$ cat src/rtl/axi4_lite_pkg.sv
// Shared AXI4-Lite types and the register-bank address decoder.
package axi4_lite_pkg;

   localparam int unsigned MAX_IDX_W  = 8;
   localparam int unsigned MAX_ADDR_W = 64;

   typedef enum logic [1:0] {
      RESP_OKAY   = 2'b00,
      RESP_EXOKAY = 2'b01,
      RESP_SLVERR = 2'b10,
      RESP_DECERR = 2'b11
   } resp_t;

   typedef struct packed {
      logic                 ok;
      logic [MAX_IDX_W-1:0] idx;
   } idx_res_t;

   function automatic int unsigned idx_w_of(input int unsigned num_regs);
      return (num_regs > 1) ? $clog2(num_regs) : 1;
   endfunction

   // Word index plus in-range flag; any set bit above the index field is a miss.
   function automatic idx_res_t addr_to_idx(input logic [MAX_ADDR_W-1:0] addr,
                                            input int unsigned addr_lsb,
                                            input int unsigned idx_w,
                                            input int unsigned num_regs);
      idx_res_t              res;
      logic [MAX_ADDR_W-1:0] shifted;
      shifted = addr >> addr_lsb;
      res.idx = MAX_IDX_W'(shifted & ((MAX_ADDR_W'(1) << idx_w) - MAX_ADDR_W'(1)));
      res.ok  = ((shifted >> idx_w) == '0) && (32'(res.idx) < num_regs);
      return res;
   endfunction

endpackage

$ cat src/rtl/axi4_lite_if.sv
// AXI4-Lite channel bundle with master and slave views.
interface axi4_lite_if #(
   parameter int unsigned ADDR_BIT_WIDTH = 32,
   parameter int unsigned DATA_BIT_WIDTH = 32
);
   logic [ADDR_BIT_WIDTH-1:0]   awaddr;
   logic [2:0]                  awprot;
   logic                        awvalid;
   logic                        awready;
   logic [DATA_BIT_WIDTH-1:0]   wdata;
   logic [DATA_BIT_WIDTH/8-1:0] wstrb;
   logic                        wvalid;
   logic                        wready;
   logic [1:0]                  bresp;
   logic                        bvalid;
   logic                        bready;
   logic [ADDR_BIT_WIDTH-1:0]   araddr;
   logic [2:0]                  arprot;
   logic                        arvalid;
   logic                        arready;
   logic [DATA_BIT_WIDTH-1:0]   rdata;
   logic [1:0]                  rresp;
   logic                        rvalid;
   logic                        rready;

   modport slv_port (
      input  awaddr, awprot, awvalid, wdata, wstrb, wvalid, bready,
      input  araddr, arprot, arvalid, rready,
      output awready, wready, bresp, bvalid, arready, rdata, rresp, rvalid
   );

   modport mst_port (
      output awaddr, awprot, awvalid, wdata, wstrb, wvalid, bready,
      output araddr, arprot, arvalid, rready,
      input  awready, wready, bresp, bvalid, arready, rdata, rresp, rvalid
   );
endinterface

$ cat src/rtl/axi4_lite_slv_wr_ctrl.sv
// Write channel control: independent AW/W holding latches, commit decision and B response.
module axi4_lite_slv_wr_ctrl
   import axi4_lite_pkg::*;
#(
   parameter int unsigned ADDR_BIT_WIDTH = 32,
   parameter int unsigned DATA_BIT_WIDTH = 32,
   parameter int unsigned NUM_REGS       = 8,
   parameter logic [NUM_REGS-1:0] RO_MASK = '0,
   localparam int unsigned STRB_W   = DATA_BIT_WIDTH / 8,
   localparam int unsigned ADDR_LSB = $clog2(STRB_W),
   localparam int unsigned IDX_W    = idx_w_of(NUM_REGS)
) (
   input  logic                      i_clk,
   input  logic                      i_sync_rst,
   input  logic [ADDR_BIT_WIDTH-1:0] awaddr,
   input  logic                      awvalid,
   output logic                      awready,
   input  logic [DATA_BIT_WIDTH-1:0] wdata,
   input  logic [STRB_W-1:0]         wstrb,
   input  logic                      wvalid,
   output logic                      wready,
   output logic                      bvalid,
   output logic [1:0]                bresp,
   input  logic                      bready,
   output logic                      commit_c,
   output logic [IDX_W-1:0]          commit_idx_c,
   output logic [DATA_BIT_WIDTH-1:0] commit_wdata_c,
   output logic [STRB_W-1:0]         commit_wstrb_c
);

   logic                      aw_full, w_full;
   logic [ADDR_BIT_WIDTH-1:0] aw_addr;
   logic [DATA_BIT_WIDTH-1:0] w_data;
   logic [STRB_W-1:0]         w_strb;
   logic                      aw_hs, w_hs, commit, wr_ok;
   logic                      aw_full_nxt, w_full_nxt, bvalid_nxt;
   idx_res_t                  dec;
   logic [IDX_W-1:0]          dec_idx;

   // Commit waits for both halves and for the previous B to drain.
   always_comb begin
      aw_hs       = awvalid && awready;
      w_hs        = wvalid && wready;
      commit      = aw_full && w_full && !bvalid;
      dec         = addr_to_idx(MAX_ADDR_W'(aw_addr), ADDR_LSB, IDX_W, NUM_REGS);
      dec_idx     = IDX_W'(dec.idx);
      wr_ok       = dec.ok && !RO_MASK[dec_idx];
      aw_full_nxt = commit ? 1'b0 : (aw_hs ? 1'b1 : aw_full);
      w_full_nxt  = commit ? 1'b0 : (w_hs  ? 1'b1 : w_full);
      bvalid_nxt  = commit ? 1'b1 : ((bvalid && bready) ? 1'b0 : bvalid);
   end

   assign commit_c       = commit && wr_ok;
   assign commit_idx_c   = dec_idx;
   assign commit_wdata_c = w_data;
   assign commit_wstrb_c = w_strb;

   always_ff @(posedge i_clk) begin
      if (i_sync_rst) begin
         aw_full <= 1'b0;
         w_full  <= 1'b0;
         awready <= 1'b0;
         wready  <= 1'b0;
         bvalid  <= 1'b0;
         bresp   <= RESP_OKAY;
         aw_addr <= '0;
         w_data  <= '0;
         w_strb  <= '0;
      end else begin
         aw_full <= aw_full_nxt;
         w_full  <= w_full_nxt;
         awready <= !aw_full_nxt;
         wready  <= !w_full_nxt;
         bvalid  <= bvalid_nxt;
         if (aw_hs) aw_addr <= awaddr;
         if (w_hs) begin
            w_data <= wdata;
            w_strb <= wstrb;
         end
         if (commit) bresp <= wr_ok ? RESP_OKAY : RESP_SLVERR;
      end
   end

endmodule

$ cat src/rtl/axi4_lite_slv_reg_bank.sv
// AXI4-Lite slave register bank: RW control words to fabric, RO status words from fabric.
module axi4_lite_slv_reg_bank
   import axi4_lite_pkg::*;
#(
   parameter int unsigned ADDR_BIT_WIDTH = 32,
   parameter int unsigned DATA_BIT_WIDTH = 32,
   parameter int unsigned NUM_REGS       = 8,
   parameter logic [NUM_REGS-1:0]                RO_MASK  = '0,
   parameter logic [NUM_REGS*DATA_BIT_WIDTH-1:0] RST_VALS = '0
) (
   input  logic                               i_clk,
   input  logic                               i_sync_rst,
   axi4_lite_if.slv_port                      if_s_axi,
   output logic [NUM_REGS*DATA_BIT_WIDTH-1:0] o_regs,
   input  logic [NUM_REGS*DATA_BIT_WIDTH-1:0] i_ro_vals,
   output logic [NUM_REGS-1:0]                o_wr_pulse
);

   localparam int unsigned DW       = DATA_BIT_WIDTH;
   localparam int unsigned STRB_W   = DW / 8;
   localparam int unsigned ADDR_LSB = $clog2(STRB_W);
   localparam int unsigned IDX_W    = idx_w_of(NUM_REGS);

   logic [DW-1:0]     regs     [NUM_REGS];
   logic [DW-1:0]     ro_words [NUM_REGS];
   logic              awready, wready, bvalid;
   logic [1:0]        bresp;
   logic              commit_c;
   logic [IDX_W-1:0]  commit_idx_c;
   logic [DW-1:0]     commit_wdata_c;
   logic [STRB_W-1:0] commit_wstrb_c;
   logic              arready, rvalid, ar_hs;
   logic [DW-1:0]     rdata;
   logic [1:0]        rresp;
   idx_res_t          rd_dec;
   logic [IDX_W-1:0]  rd_idx;
   logic              unused_prot;

   assign unused_prot = ^{if_s_axi.awprot, if_s_axi.arprot};

   axi4_lite_slv_wr_ctrl #(
      .ADDR_BIT_WIDTH (ADDR_BIT_WIDTH),
      .DATA_BIT_WIDTH (DATA_BIT_WIDTH),
      .NUM_REGS       (NUM_REGS),
      .RO_MASK        (RO_MASK)
   ) u_wr_ctrl (
      .i_clk          (i_clk),
      .i_sync_rst     (i_sync_rst),
      .awaddr         (if_s_axi.awaddr),
      .awvalid        (if_s_axi.awvalid),
      .awready        (awready),
      .wdata          (if_s_axi.wdata),
      .wstrb          (if_s_axi.wstrb),
      .wvalid         (if_s_axi.wvalid),
      .wready         (wready),
      .bvalid         (bvalid),
      .bresp          (bresp),
      .bready         (if_s_axi.bready),
      .commit_c       (commit_c),
      .commit_idx_c   (commit_idx_c),
      .commit_wdata_c (commit_wdata_c),
      .commit_wstrb_c (commit_wstrb_c)
   );

   assign if_s_axi.awready = awready;
   assign if_s_axi.wready  = wready;
   assign if_s_axi.bvalid  = bvalid;
   assign if_s_axi.bresp   = bresp;
   assign if_s_axi.arready = arready;
   assign if_s_axi.rvalid  = rvalid;
   assign if_s_axi.rdata   = rdata;
   assign if_s_axi.rresp   = rresp;

   always_comb begin
      o_regs = '0;
      for (int i = 0; i < NUM_REGS; i++) begin
         o_regs[i*DW +: DW] = regs[i];
         ro_words[i]        = i_ro_vals[i*DW +: DW];
      end
   end

   // Register array; read-only slots stay at zero since commit never targets them.
   always_ff @(posedge i_clk) begin
      if (i_sync_rst) begin
         for (int i = 0; i < NUM_REGS; i++)
            regs[i] <= RO_MASK[i] ? '0 : RST_VALS[i*DW +: DW];
         o_wr_pulse <= '0;
      end else begin
         o_wr_pulse <= '0;
         if (commit_c) begin
            for (int b = 0; b < STRB_W; b++)
               if (commit_wstrb_c[b]) regs[commit_idx_c][b*8 +: 8] <= commit_wdata_c[b*8 +: 8];
            o_wr_pulse[commit_idx_c] <= 1'b1;
         end
      end
   end

   always_comb begin
      ar_hs  = if_s_axi.arvalid && arready;
      rd_dec = addr_to_idx(MAX_ADDR_W'(if_s_axi.araddr), ADDR_LSB, IDX_W, NUM_REGS);
      rd_idx = IDX_W'(rd_dec.idx);
   end

   // Read path samples the pre-commit register value when both land on one edge.
   always_ff @(posedge i_clk) begin
      if (i_sync_rst) begin
         rvalid  <= 1'b0;
         arready <= 1'b0;
         rdata   <= '0;
         rresp   <= RESP_OKAY;
      end else begin
         if (ar_hs) begin
            rvalid  <= 1'b1;
            arready <= 1'b0;
            if (!rd_dec.ok) begin
               rdata <= '0;
               rresp <= RESP_SLVERR;
            end else begin
               rdata <= RO_MASK[rd_idx] ? ro_words[rd_idx] : regs[rd_idx];
               rresp <= RESP_OKAY;
            end
         end else if (rvalid && if_s_axi.rready) begin
            rvalid  <= 1'b0;
            arready <= 1'b1;
         end else begin
            arready <= !rvalid;
         end
      end
   end

endmodule

$ cat src/flat_wrapper.sv
// flat-port wrapper written by rule: the top's interface ports become plain ports
module axi4_lite_slv_reg_bank_flat import axi4_lite_pkg::*;
#(
   parameter int unsigned ADDR_BIT_WIDTH = 32,
   parameter int unsigned DATA_BIT_WIDTH = 32,
   parameter int unsigned NUM_REGS       = 8,
   parameter logic [NUM_REGS-1:0]                RO_MASK  = '0,
   parameter logic [NUM_REGS*DATA_BIT_WIDTH-1:0] RST_VALS = '0
)
  (i_clk, i_sync_rst, o_regs, i_ro_vals, o_wr_pulse, if_s_axi_awaddr, if_s_axi_awprot, if_s_axi_awvalid, if_s_axi_wdata, if_s_axi_wstrb, if_s_axi_wvalid, if_s_axi_bready, if_s_axi_araddr, if_s_axi_arprot, if_s_axi_arvalid, if_s_axi_rready, if_s_axi_awready, if_s_axi_wready, if_s_axi_bresp, if_s_axi_bvalid, if_s_axi_arready, if_s_axi_rdata, if_s_axi_rresp, if_s_axi_rvalid);
  axi4_lite_if #(.ADDR_BIT_WIDTH(ADDR_BIT_WIDTH), .DATA_BIT_WIDTH(DATA_BIT_WIDTH)) if_s_axi_i ();
  input  logic i_clk;
  input  logic i_sync_rst;
  output logic [NUM_REGS*DATA_BIT_WIDTH-1:0] o_regs;
  input  logic [NUM_REGS*DATA_BIT_WIDTH-1:0] i_ro_vals;
  output logic [NUM_REGS-1:0] o_wr_pulse;
  input wire logic [$bits(if_s_axi_i.awaddr)-1:0] if_s_axi_awaddr;
  input wire logic [$bits(if_s_axi_i.awprot)-1:0] if_s_axi_awprot;
  input wire logic [$bits(if_s_axi_i.awvalid)-1:0] if_s_axi_awvalid;
  input wire logic [$bits(if_s_axi_i.wdata)-1:0] if_s_axi_wdata;
  input wire logic [$bits(if_s_axi_i.wstrb)-1:0] if_s_axi_wstrb;
  input wire logic [$bits(if_s_axi_i.wvalid)-1:0] if_s_axi_wvalid;
  input wire logic [$bits(if_s_axi_i.bready)-1:0] if_s_axi_bready;
  input wire logic [$bits(if_s_axi_i.araddr)-1:0] if_s_axi_araddr;
  input wire logic [$bits(if_s_axi_i.arprot)-1:0] if_s_axi_arprot;
  input wire logic [$bits(if_s_axi_i.arvalid)-1:0] if_s_axi_arvalid;
  input wire logic [$bits(if_s_axi_i.rready)-1:0] if_s_axi_rready;
  output wire logic [$bits(if_s_axi_i.awready)-1:0] if_s_axi_awready;
  output wire logic [$bits(if_s_axi_i.wready)-1:0] if_s_axi_wready;
  output wire logic [$bits(if_s_axi_i.bresp)-1:0] if_s_axi_bresp;
  output wire logic [$bits(if_s_axi_i.bvalid)-1:0] if_s_axi_bvalid;
  output wire logic [$bits(if_s_axi_i.arready)-1:0] if_s_axi_arready;
  output wire logic [$bits(if_s_axi_i.rdata)-1:0] if_s_axi_rdata;
  output wire logic [$bits(if_s_axi_i.rresp)-1:0] if_s_axi_rresp;
  output wire logic [$bits(if_s_axi_i.rvalid)-1:0] if_s_axi_rvalid;
  assign if_s_axi_i.awaddr = if_s_axi_awaddr;
  assign if_s_axi_i.awprot = if_s_axi_awprot;
  assign if_s_axi_i.awvalid = if_s_axi_awvalid;
  assign if_s_axi_i.wdata = if_s_axi_wdata;
  assign if_s_axi_i.wstrb = if_s_axi_wstrb;
  assign if_s_axi_i.wvalid = if_s_axi_wvalid;
  assign if_s_axi_i.bready = if_s_axi_bready;
  assign if_s_axi_i.araddr = if_s_axi_araddr;
  assign if_s_axi_i.arprot = if_s_axi_arprot;
  assign if_s_axi_i.arvalid = if_s_axi_arvalid;
  assign if_s_axi_i.rready = if_s_axi_rready;
  assign if_s_axi_awready = if_s_axi_i.awready;
  assign if_s_axi_wready = if_s_axi_i.wready;
  assign if_s_axi_bresp = if_s_axi_i.bresp;
  assign if_s_axi_bvalid = if_s_axi_i.bvalid;
  assign if_s_axi_arready = if_s_axi_i.arready;
  assign if_s_axi_rdata = if_s_axi_i.rdata;
  assign if_s_axi_rresp = if_s_axi_i.rresp;
  assign if_s_axi_rvalid = if_s_axi_i.rvalid;
  axi4_lite_slv_reg_bank #(.ADDR_BIT_WIDTH(ADDR_BIT_WIDTH), .DATA_BIT_WIDTH(DATA_BIT_WIDTH), .NUM_REGS(NUM_REGS), .RO_MASK(RO_MASK), .RST_VALS(RST_VALS)) u_core (.i_clk(i_clk), .i_sync_rst(i_sync_rst), .if_s_axi(if_s_axi_i), .o_regs(o_regs), .i_ro_vals(i_ro_vals), .o_wr_pulse(o_wr_pulse));
endmodule
$ cat config.mk
export PLATFORM = sky130hd
export DESIGN_NAME = axi4_lite_slv_reg_bank_flat
export DESIGN_NICKNAME = d
export VERILOG_FILES = /design/src/rtl/axi4_lite_pkg.sv /design/src/rtl/axi4_lite_if.sv /design/src/rtl/axi4_lite_slv_wr_ctrl.sv /design/src/rtl/axi4_lite_slv_reg_bank.sv /design/src/flat_wrapper.sv
export SDC_FILE = /design/constraint.sdc
export NUM_CORES = 1
export LEC_CHECK = 0
export ABC_AREA = 1
export BUFFER_PORTS_ARGS = -buffer_cell sky130_fd_sc_hd__buf_4
export CORE_AREA = 2 2 263 265
export DETAILED_ROUTE_END_ITERATION = 7
export DIE_AREA = 0 0 265 267
export GPL_TIMING_DRIVEN = 0
export PLACE_DENSITY = 0.52
export SETUP_SLACK_MARGIN = 0.3
export SYNTH_ARGS = -nofsm -noshare
export SYNTH_HDL_FRONTEND = slang
export SYNTH_SLANG_ARGS = --single-unit
$ cat constraint.sdc
create_clock -name i_clk -period 2.14 [get_ports i_clk]
set_input_delay 0.214 -clock i_clk [delete_from_list [all_inputs] [get_ports i_clk]]
set_output_delay 0.214 -clock i_clk [all_outputs]
set_load 0.1 [all_outputs]
==> impl_metrics.env, run 1 <==
export IMPL_power_leakage_nw=9.86
export IMPL_arrival_ns=2.37
export IMPL_synthTopCellsByArea="edfxtp_1 (48%), dfxtp_1 (15%), nor2_1 (8.6%), nand2_1 (5.1%), o21ai_0 (4.2%)"
export IMPL_postLayoutCoreUtil_pct=37.2
export IMPL_crit_fanout=6
export IMPL_clkTransAtPathRegs_ns=0.06
export IMPL_syn_to_final_growth_pct=59.4
export IMPL_die_x_um=265
export IMPL_r2r_start="u_core.u_wr_ctrl.aw_addr[4]"
export IMPL_ant_nets=0
export IMPL_finClkSkew_ns=0.0214
export IMPL_grt_max_degree=14
export IMPL_crit_path_end_kind="register"
export IMPL_drt_vias_per_instance=4.63
export IMPL_power_mw=18.8
export IMPL_tritoncts="done"
export IMPL_avgSynthCellArea_um2=9.51
export IMPL_worstSetupStartpoint="u_core.u_wr_ctrl.aw_addr[4]"
export IMPL_clock_latency_ns=0.57
export IMPL_synth_most_common_cell="nor2_1"
export IMPL_grt_pass1_vias=14700
export IMPL_numPortBuffers=402
export IMPL_outcome="finished clean"
export IMPL_ios=674
export IMPL_grt_overflow=0
export IMPL_final_hold_violation_count=0
export IMPL_diodes=0
export IMPL_yosys_warnings=0
export IMPL_critPathBufInv=4
export IMPL_report_final_setup_viol=0
export IMPL_antenna_found_initial=5
export IMPL_place_inst=2954
export IMPL_ir_worst_vdd_v=0.000464
export IMPL_hpwlAfterDp_mm=58.3
export IMPL_synth_common_cells="nor2_1 (364), edfxtp_1 (256), nand2_1 (214)"
export IMPL_worst_r2r_path_depth=7
export IMPL_netlist_area_leader_share_pct=48.4
export IMPL_grt_pass1_wl_mm=105
export IMPL_grt_usage_pct=21.0
export IMPL_fmax_ghz=0.510
export IMPL_p_per_area_mw_per_mm2=745
export IMPL_worstMarginPinSlew_ns=0.978
export IMPL_drtIter0Drc=1123
export IMPL_ys_ff_latch=371
export IMPL_startpoint_type="register"
export IMPL_holdWs_ns=0.149
export IMPL_dr_pass1_iters=5
export IMPL_cp_top_family="buffers and inverters"
export IMPL_power_clock_fraction_pct=38.4
export IMPL_r2r_end="u_core.regs[7][10]"
export IMPL_post_drt_wl_per_cell_um=24.1
export IMPL_cpMaxStageDelayCell="dfxtp_4"
export IMPL_setup_worst_path_end="u_core.regs[7][10]"
export IMPL_cts_sinks=371
export IMPL_cts_buffers=43
export IMPL_slew_viol_final=0
export IMPL_cts_root_buf="clkbuf_16"
export IMPL_power_frac_seq_pct=43.1
export IMPL_gp_congestion=0.886
export IMPL_crit_type="reg2reg"
export IMPL_synthArstFlopShare_pct=0
export IMPL_yosys_area_top_type="edfxtp_1"
export IMPL_core_mm2=0.0680
export IMPL_comb_power_share_pct=18.5
export IMPL_seqCellArea_mm2=0.0100
export IMPL_switching_share_pct=31.4
export IMPL_synth_edf_count=256
export IMPL_cpPeakStageDelay_ns=0.44
export IMPL_grt_setup_unrepaired="yes"
export IMPL_finalWorstSetupSlack_ns=0.181
export IMPL_hp_class="in2reg"
export IMPL_reg2reg_slack_ns=0.18
export IMPL_fill_cells=6822
export IMPL_yosysSeqAreaShare_pct=62.9
export IMPL_fin_crit_ns=1.96
export IMPL_fin_crit_sh_pct=91.6
export IMPL_path_cells="clkinvlp_4 > nor3_4 > buf_12 > buf_4 > nand4_4 > buf_6 > nor2_1"
export IMPL_multi_input_area_mm2=0.00677
export IMPL_htree_levels=2
export IMPL_fp_dieArea_mm2=0.0708
export IMPL_final_net_count=2628
export IMPL_syn_area_mm2=0.0159
export IMPL_drive_above_1_share_pct=37.5
export IMPL_synthCells=1669
export IMPL_wl_mm=76.4
export IMPL_cp_required_ns=2.55
export IMPL_dr_total_vias=14700
export IMPL_switchingPower_mw=5.92
export IMPL_p_int_mw=12.9
export IMPL_die_y_um=267
export IMPL_dp_slack_ns=-0.936
export IMPL_slew_headroom_pct=34.8
export IMPL_cts_max_path_buffers=3
export IMPL_synthDistinctLibCells=22
export IMPL_route_detailed_drc=0
export IMPL_maxCapViolations=0
export IMPL_fin_cells=3175
export IMPL_synth_main_ff_cell="edfxtp_1"
export IMPL_cp_depth=7
export IMPL_start_util_pct=23.3
export IMPL_core_rowCount=96
-- cell type report --
cell class | count | area share (%)
Buffer | 95 | 2.12
Clock buffer | 63 | 5.00
Clock inverter | 16 | 0.430
Inverter | 182 | 2.76
Multi-Input combinational cell | 1022 | 26.8
Sequential cell | 371 | 39.6
Tap cell | 882 | 4.36
Timing Repair Buffer | 544 | 19.0
-- per-stage QoR --
stage	cell area [um^2]	TNS (ns)
4_1_cts	23700	0
3_3_place_gp	20100	-239.55
3_5_place_dp	20100	-241.14
5_1_grt	25300	0
2_1_floorplan	16000	0
6_report	25300	0
-- per-layer routing --
layer | track usage, % | vias to the layer above | wire length, um
met5 | 0 | - | 0
met4 | 4.87 | 0 | 1290
met3 | 7.57 | 91 | 7670
met2 | 33.1 | 673 | 34500
met1 | 27.5 | 7132 | 33000
li1 | - | 6817 | -
-- power groups by stage --
stage | clock network (mW) | logic [mW] | registers [mW]
after global routing | 7.65 | 3.65 | 8.15
after floorplan | 0 | 0.796 | 9.50
after detailed placement | 0 | 3.07 | 8.27
final | 7.24 | 3.48 | 8.13
after global placement | 0 | 3.06 | 8.26
after CTS | 7.38 | 3.34 | 8.13
-- cell usage in the layout, fill, tap and decap left out, types with 37 or more instances in the layout --
cell type / synthesis / routed
dlygate4sd3_1: 0 / 72
o211ai_1: 64 / 64
a21oi_1: 102 / 102
clkinv_1: 33 / 37
clkbuf_16: 0 / 47
dfxtp_1: 115 / 107
o21ai_0: 133 / 133
inv_1: 149 / 145
buf_4: 2 / 426
nor2_1: 364 / 177
nor2_4: 0 / 138
edfxtp_1: 256 / 256
nand2_1: 214 / 180
nand3_1: 97 / 96
clkbuf_1: 68 / 56
nor2_2: 1 / 50
-- kinds of logic (layout without fill, tap and decap cells) --
group           after synthesis  after routing  synth area share [%]
compound gates              300            300                  10.5
other cells                   1              2                0.0236
simple gates                720            720                  19.7
buf+inv                     277            900                  6.86
flops                       371            371                  62.9
-- worst register-to-register path, cell delays in order (launching register included) --
cell and delay (ns):
dfxtp_4 0.44, clkinvlp_4 0.18, nor3_4 0.31, buf_12 0.18
buf_4 0.13, nand4_4 0.23, buf_6 0.26, nor2_1 0.09
-- worst min path at each step --
stage / end / slack [ns] / cells past startpoint / startpoint
2_1_floorplan: u_core.u_wr_ctrl.aw_addr[10] / 0.38 / 2 / if_s_axi_awaddr[10]
3_3_place_gp: u_core.if_s_axi.rdata[3] / 0.44 / 2 / u_core.if_s_axi.rdata[3]
3_5_place_dp: u_core.if_s_axi.rdata[2] / 0.44 / 2 / u_core.if_s_axi.rdata[2]
4_1_cts: u_core.if_s_axi.rdata[0] / 0.15 / 4 / i_sync_rst
5_1_grt: u_core.if_s_axi.arready / 0.13 / 4 / if_s_axi_arvalid
6_report: u_core.if_s_axi.arready / 0.15 / 4 / if_s_axi_arvalid
-- repair_timing --
action | CTS | global route
setup endpoints to repair | 567 | 472
resized for setup | 157 | 400
gates cloned | 3 | 1
pin swaps | 55 | 48
hold buffers | 72 | 0
hold endpoints to repair | 72 | 0
buffers inserted | 57 | 9
-- flip-flops by register name, indices dropped and copies added (netlist names), 4 cells and up --
| signal | flops |
|---|---|
| u_core.u_wr_ctrl.commit_wstrb_c | 4 |
| u_core.u_wr_ctrl.aw_addr | 30 |
| u_core.regs | 256 |
| u_core.if_s_axi.rdata | 32 |
| u_core.u_wr_ctrl.commit_wdata_c | 32 |
| u_core.o_wr_pulse | 8 |
Note: power is estimated with default switching activity, not from simulation.
==> run 2, diff against run 1 <==
--- a/config.mk
+++ b/config.mk
@@ -6,6 +6,7 @@
 export NUM_CORES = 1
 export LEC_CHECK = 0
 export ABC_AREA = 1
+export ABC_CLOCK_PERIOD_IN_PS = 2140
 export BUFFER_PORTS_ARGS = -buffer_cell sky130_fd_sc_hd__buf_4
 export CORE_AREA = 2 2 263 265
 export DETAILED_ROUTE_END_ITERATION = 7
==> constraint.sdc (replaced) <==
create_clock -name i_clk -period 2.14 [get_ports i_clk]
set_input_delay 0.107 -clock i_clk [delete_from_list [all_inputs] [get_ports i_clk]]
set_output_delay 0.107 -clock i_clk [all_outputs]
set_load 0.1 [all_outputs]
==> run 2 against run 1 <==
Clock power increased by 9.4%; wire length decreased by 0.81%; combinational power decreased by 1%; critical path type unchanged; largest cell class unchanged.
==> impl_metrics.env, run 2 (synthesized netlist as in run 1, its figures left out) <==
export IMPL_route_detailed_drc=0
export IMPL_die_x_um=265
export IMPL_antenna_found_initial=2
export IMPL_fmax_ghz=0.509
export IMPL_cpPeakStageDelay_ns=0.36
export IMPL_power_leakage_nw=9.95
export IMPL_hpwlAfterDp_mm=58.2
export IMPL_grt_busiest_layer="met2"
export IMPL_crit_fanout=8
export IMPL_grtUsageMet2_pct=33.1
export IMPL_r2r_start="u_core.u_wr_ctrl.bvalid"
export IMPL_report_final_setup_viol=0
export IMPL_core_mm2=0.0680
export IMPL_arrival_ns=2.23
export IMPL_cts_root_buf="clkbuf_16"
export IMPL_cp_top_family="simple AND/OR/NAND/NOR gates"
export IMPL_post_drt_wl_per_cell_um=23.8
export IMPL_grt_overflow=0
export IMPL_dr_total_vias=14800
export IMPL_r2r_end="u_core.regs[3][19]"
export IMPL_grt_pass1_wl_mm=104
export IMPL_path_cells="inv_2 > nand3_2 > nor2_1 > nand2_1 > nor2_4 > buf_12 > buf_12 > buf_16 > nand4_4 > nand2_4"
export IMPL_largest_reg_flops=256
export IMPL_worstMarginPinSlew_ns=1.02
export IMPL_design_area_mm2=0.0254
export IMPL_cp_required_ns=2.41
export IMPL_tritoncts="done"
export IMPL_cts_sinks=371
export IMPL_cpMaxStageDelayCell="dfxtp_4"
export IMPL_reg2reg_slack_ns=0.18
export IMPL_die_y_um=267
export IMPL_gp_congestion=0.901
export IMPL_grt_pass1_vias=14500
export IMPL_cts_buffers=45
export IMPL_finClkSkew_ns=0.0225
export IMPL_postLayoutCoreUtil_pct=37.4
export IMPL_critPathMostFrequentCell="buf_12"
export IMPL_outcome="finished clean"
export IMPL_drtIter0Drc=973
export IMPL_ant_nets=0
export IMPL_grt_setup_unrepaired="yes"
export IMPL_hold_path_depth=4
export IMPL_largest_register="u_core.regs"
export IMPL_finalWorstSetupSlack_ns=0.177
export IMPL_p_per_area_mw_per_mm2=767
export IMPL_dr_pass1_iters=5
export IMPL_final_cell_mix="buf_4 (437), edfxtp_1 (256), nand2_1 (182), nor2_1 (180), inv_1 (145)"
export IMPL_fp_dieArea_mm2=0.0708
export IMPL_fill_cells=6765
export IMPL_place_area_mm2=0.0201
export IMPL_htree_levels=2
export IMPL_crit_type="reg2reg"
export IMPL_worst_r2r_path_depth=10
export IMPL_setup_tns_final_ns=0
export IMPL_drt_vias_per_instance=4.64
export IMPL_min_to="u_core.u_wr_ctrl.aw_addr[22]"
export IMPL_dp_slack_ns=-0.882
export IMPL_cts_max_path_buffers=3
export IMPL_start_util_pct=23.3
export IMPL_grt_met3_usage_pct=8.19
export IMPL_clock_latency_ns=0.58
export IMPL_ios=674
export IMPL_use_met1_pct=26.6
export IMPL_final_net_count=2636
export IMPL_slew_viol_final=0
export IMPL_fin_crit_ns=1.96
export IMPL_final_hold_violation_count=0
export IMPL_numPortBuffers=402
export IMPL_maxCapViolations=0
export IMPL_critPathBufInv=4
export IMPL_final_common_cell="buf_4"
export IMPL_crit_path_end_kind="register"
export IMPL_ir_worst_vdd_v=0.000465
export IMPL_grt_max_degree=14
export IMPL_clkTransAtPathRegs_ns=0.06
export IMPL_hp_start="if_s_axi_awvalid"
export IMPL_drive_above_1_share_pct=37.8
export IMPL_fin_crit_sh_pct=91.7
export IMPL_wl_mm=75.8
export IMPL_hp_class="in2reg"
export IMPL_syn_to_final_growth_pct=60.2
export IMPL_core_rowCount=96
export IMPL_grt_usage_pct=20.7
export IMPL_slew_headroom_pct=31.9
export IMPL_startpoint_type="register"
[run 2: changes by cell type in the layout (fill, tap and decap cells not counted), moves of 3 or more]
cell	delta
buf_4	+11
clkbuf_16	+3
clkinv_1	-4
nand2_4	+4
nand2_8	-4
nor2_1	+3
nor2_2	-7
nor2_4	+4
[run 2: worst max-delay path by stage]
| stage | from | to | cells past startpoint |
|---|---|---|---|
| 6_report | u_core.u_wr_ctrl.bvalid | u_core.regs[3][19] | 10 |
| 5_1_grt | u_core.u_wr_ctrl.aw_addr[16] | u_core.regs[7][22] | 11 |
| 4_1_cts | u_core.u_wr_ctrl.aw_addr[19] | u_core.regs[0][26] | 10 |
| 3_5_place_dp | i_sync_rst | u_core.regs[1][9] | 6 |
| 3_3_place_gp | i_sync_rst | u_core.regs[1][10] | 6 |
| 2_1_floorplan | u_core.u_wr_ctrl.bvalid | u_core.regs[2][0] | 8 |
[run 2: per-stage QoR]
stage	total power, mW	instances	hold slack (ns)
floorplan	10.3	1670	0.274
global placement	11.3	2954	0.360
detailed placement	11.3	2954	0.367
CTS	19.5	3173	0.0175
global route	20.1	3184	0.0536
finish	19.5	3185	0.0517
[run 2: area by class of cell]
cell class                      count  area, um^2  share of cell area [%]
Sequential cell                   371       10000                    39.4
Inverter                          182         694                    2.73
Clock buffer                       64        1360                    5.36
Multi-Input combinational cell   1022        6740                    26.5
Tap cell                          882        1100                    4.34
Clock inverter                     18         184                   0.723
Buffer                             95         515                    2.03
Antenna cell                        1        2.50                 0.00984
Timing Repair Buffer              550        4820                    18.9
[run 2: where the power goes]
group,internal (mW),total (mW),switching (mW),leakage [nW]
clock network,4.80,7.92,3.11,0.769
logic,0.771,3.44,2.67,5.60
registers,7.92,8.13,0.210,3.59
total,13.5,19.5,6.00,9.95
[run 2: metal layers]
layer	part of all wire (%)	wire [um]	up-vias
met5	0	0	-
li1	-	-	6851
met2	45	34500	672
met3	11	8310	70
met1	42	31900	7189
met4	1.4	1100	0
[run 2: timing repair]
action / CTS / global route
setup buffers: 63 / 10
endpoints found under the hold margin: 74 / 0
endpoints found under the setup margin: 567 / 504
pin swaps: 54 / 39
hold buffers: 71 / 0
resized for setup: 144 / 403
gates cloned: 3 / 1
[run 2: tightest hold or removal path: cells and delay by family]
family	cells	cell delay, ns
AOI/OAI and AO/OA	2	0.27
buffers and inverters	1	0.08
and+or+nand+nor	1	0.13
==> run 3, diff against run 2 <==
--- a/config.mk
+++ b/config.mk
@@ -6,7 +6,7 @@
 export NUM_CORES = 1
 export LEC_CHECK = 0
 export ABC_AREA = 1
-export ABC_CLOCK_PERIOD_IN_PS = 2140
+export ABC_CLOCK_PERIOD_IN_PS = 2100
 export BUFFER_PORTS_ARGS = -buffer_cell sky130_fd_sc_hd__buf_4
 export CORE_AREA = 2 2 263 265
 export DETAILED_ROUTE_END_ITERATION = 7
==> constraint.sdc (replaced) <==
create_clock -name i_clk -period 2.1 [get_ports i_clk]
set_input_delay 0.105 -clock i_clk [delete_from_list [all_inputs] [get_ports i_clk]]
set_output_delay 0.105 -clock i_clk [all_outputs]
set_load 0.1 [all_outputs]
==> run 3 against run 2 <==
Clock power shrank 6.9%; die area stayed put; clock skew fell by 0.0033 ns; critical endpoint is now u_core.regs[2][18]; clock-buffer cell count is 4 higher; via count is 1.4% higher.
==> impl_metrics.env, run 3 (synthesized netlist as in run 1, its figures left out) <==
export IMPL_setup_tns_final_ns=0
export IMPL_crit_type="reg2reg"
export IMPL_syn_to_final_growth_pct=58.8
export IMPL_die_y_um=267
export IMPL_drt_vias_per_instance=4.70
export IMPL_worst_r2r_path_depth=10
export IMPL_worstMarginPinSlew_ns=0.922
export IMPL_cpMaxStageDelayCell="dfxtp_2"
export IMPL_numPortBuffers=402
export IMPL_grt_overflow=0
export IMPL_outcome="finished clean"
export IMPL_report_final_setup_viol=0
export IMPL_fin_crit_ns=1.91
export IMPL_antenna_found_initial=1
export IMPL_cts_max_path_buffers=3
export IMPL_dr_total_vias=15000
export IMPL_fp_dieArea_mm2=0.0708
export IMPL_drtIter0Drc=1144
export IMPL_route_detailed_drc=0
export IMPL_critPathBufInv=3
export IMPL_crit_fanout=8
export IMPL_core_rowCount=96
export IMPL_tritoncts="done"
export IMPL_p_per_area_mw_per_mm2=762
export IMPL_ir_worst_vdd_v=0.000489
export IMPL_post_drt_wl_per_cell_um=23.9
export IMPL_fill_cells=6812
export IMPL_cp_required_ns=2.36
export IMPL_cpPeakStageDelay_ns=0.33
export IMPL_arrival_ns=2.18
export IMPL_dr_pass1_iters=5
export IMPL_hp_class="in2reg"
export IMPL_min_to="u_core.u_wr_ctrl.aw_addr[12]"
export IMPL_holdWs_ns=0.0230
export IMPL_cts_root_buf="clkbuf_16"
export IMPL_start_util_pct=23.3
export IMPL_fin_crit_sh_pct=91.2
export IMPL_r2r_end="u_core.regs[2][18]"
export IMPL_largest_reg_flops=256
export IMPL_hp_start="if_s_axi_awaddr[12]"
export IMPL_maxCapViolations=0
export IMPL_clock_latency_ns=0.57
export IMPL_crit_path_end_kind="register"
export IMPL_finalWorstSetupSlack_ns=0.186
export IMPL_ant_nets=0
export IMPL_path_cells="nor2_2 > nand2_1 > nor2_2 > nand2_2 > nor2_4 > buf_12 > buf_12 > buf_16 > nand4_4 > nand2_4"
export IMPL_reg2reg_slack_ns=0.19
export IMPL_die_x_um=265
export IMPL_postLayoutCoreUtil_pct=37.1
export IMPL_final_cell_mix="buf_4 (443), edfxtp_1 (256), nand2_1 (180), nor2_1 (176), inv_1 (145)"
export IMPL_final_hold_violation_count=0
export IMPL_cts_sinks=371
export IMPL_slew_headroom_pct=38.5
export IMPL_final_net_count=2641
export IMPL_ios=674
export IMPL_grt_setup_unrepaired="yes"
export IMPL_startpoint_type="register"
export IMPL_core_mm2=0.0680
export IMPL_hpwlAfterDp_mm=58.4
export IMPL_grt_usage_pct=20.9
export IMPL_power_leakage_nw=9.87
export IMPL_slew_viol_final=0
export IMPL_hold_path_depth=3
export IMPL_cts_buffers=44
export IMPL_drive_above_1_share_pct=37.8
export IMPL_grt_max_degree=14
export IMPL_clkTransAtPathRegs_ns=0.06
export IMPL_wl_mm=76.3
export IMPL_grt_pass1_wl_mm=105
export IMPL_dp_slack_ns=-0.871
export IMPL_htree_levels=2
export IMPL_cp_top_family="simple AND/OR/NAND/NOR gates"
export IMPL_finClkSkew_ns=0.0192
export IMPL_largest_register="u_core.regs"
export IMPL_gp_congestion=0.939
export IMPL_grt_pass1_vias=14500
export IMPL_fmax_ghz=0.522
export IMPL_final_common_cell="buf_4"
export IMPL_r2r_start="u_core.u_wr_ctrl.aw_addr[25]"
[run 3: power breakdown]
| group | switching (mW) | total [mW] | internal (mW) |
|---|---|---|---|
| clock network | 3.07 | 7.37 | 4.30 |
| registers | 0.203 | 8.28 | 8.07 |
| logic | 2.74 | 3.54 | 0.802 |
[run 3: worst reg2reg max path, delay by kind of cell, from the launching register on]
family / cells / cell delay (ns)
AND/OR/NAND/NOR: 7 / 0.87
buffers and inverters: 3 / 0.41
flip-flops: 1 / 0.33
[run 3: routing by layer]
metal	up-vias	wire length, um	share of wire (%)	track usage, %
met5	-	0	0	0
li1	6872	-	-	-
met4	0	1630	2.1	4.63
met3	100	7890	10	6.54
met2	700	34500	45	33.2
met1	7323	32300	42	27.7
[run 3: layout make-up]
type	instances	area [um^2]	share of cell area, %
well taps	882	1100	4.38
inverters	182	697	2.77
plain buffers	95	502	1.99
flip-flops and latches	371	10000	39.7
diodes	3	7.51	0.0298
repair buffers	556	4820	19.1
clock inverters	12	72.6	0.288
clock buffers	68	1310	5.21
multi-input cells	1022	6670	26.5
[run 3: per-stage QoR]
stage / power, mW / cells / cell area [um^2]
6_report: 19.2 / 3191 / 25200
3_3_place_gp: 11.6 / 2954 / 20300
3_5_place_dp: 11.6 / 2954 / 20300
5_1_grt: 19.8 / 3188 / 25200
2_1_floorplan: 10.5 / 1670 / 16100
4_1_cts: 19.2 / 3177 / 23800
[run 3: worst max path at each step]
stage	from	end	slack, ns	cells past startpoint
6_report	u_core.u_wr_ctrl.aw_addr[25]	u_core.regs[2][18]	0.19	10
5_1_grt	u_core.u_wr_ctrl.aw_addr[25]	u_core.regs[7][23]	0.08	10
4_1_cts	u_core.u_wr_ctrl.aw_addr[19]	u_core.regs[7][23]	0.17	10
3_5_place_dp	u_core.u_wr_ctrl.aw_addr[2]	u_core.regs[7][6]	-0.87	4
3_3_place_gp	u_core.u_wr_ctrl.aw_addr[3]	u_core.regs[6][8]	-0.81	4
2_1_floorplan	u_core.u_wr_ctrl.aw_addr[2]	u_core.regs[7][0]	0.19	4
[run 3: repair_timing]
item,in CTS,in global routing
gates cloned,3,0
hold buffers,71,0
hold endpoints to repair,73,0
gates resized for setup,158,356
setup endpoints to repair,567,513
setup buffers,69,11
pin swaps,53,44
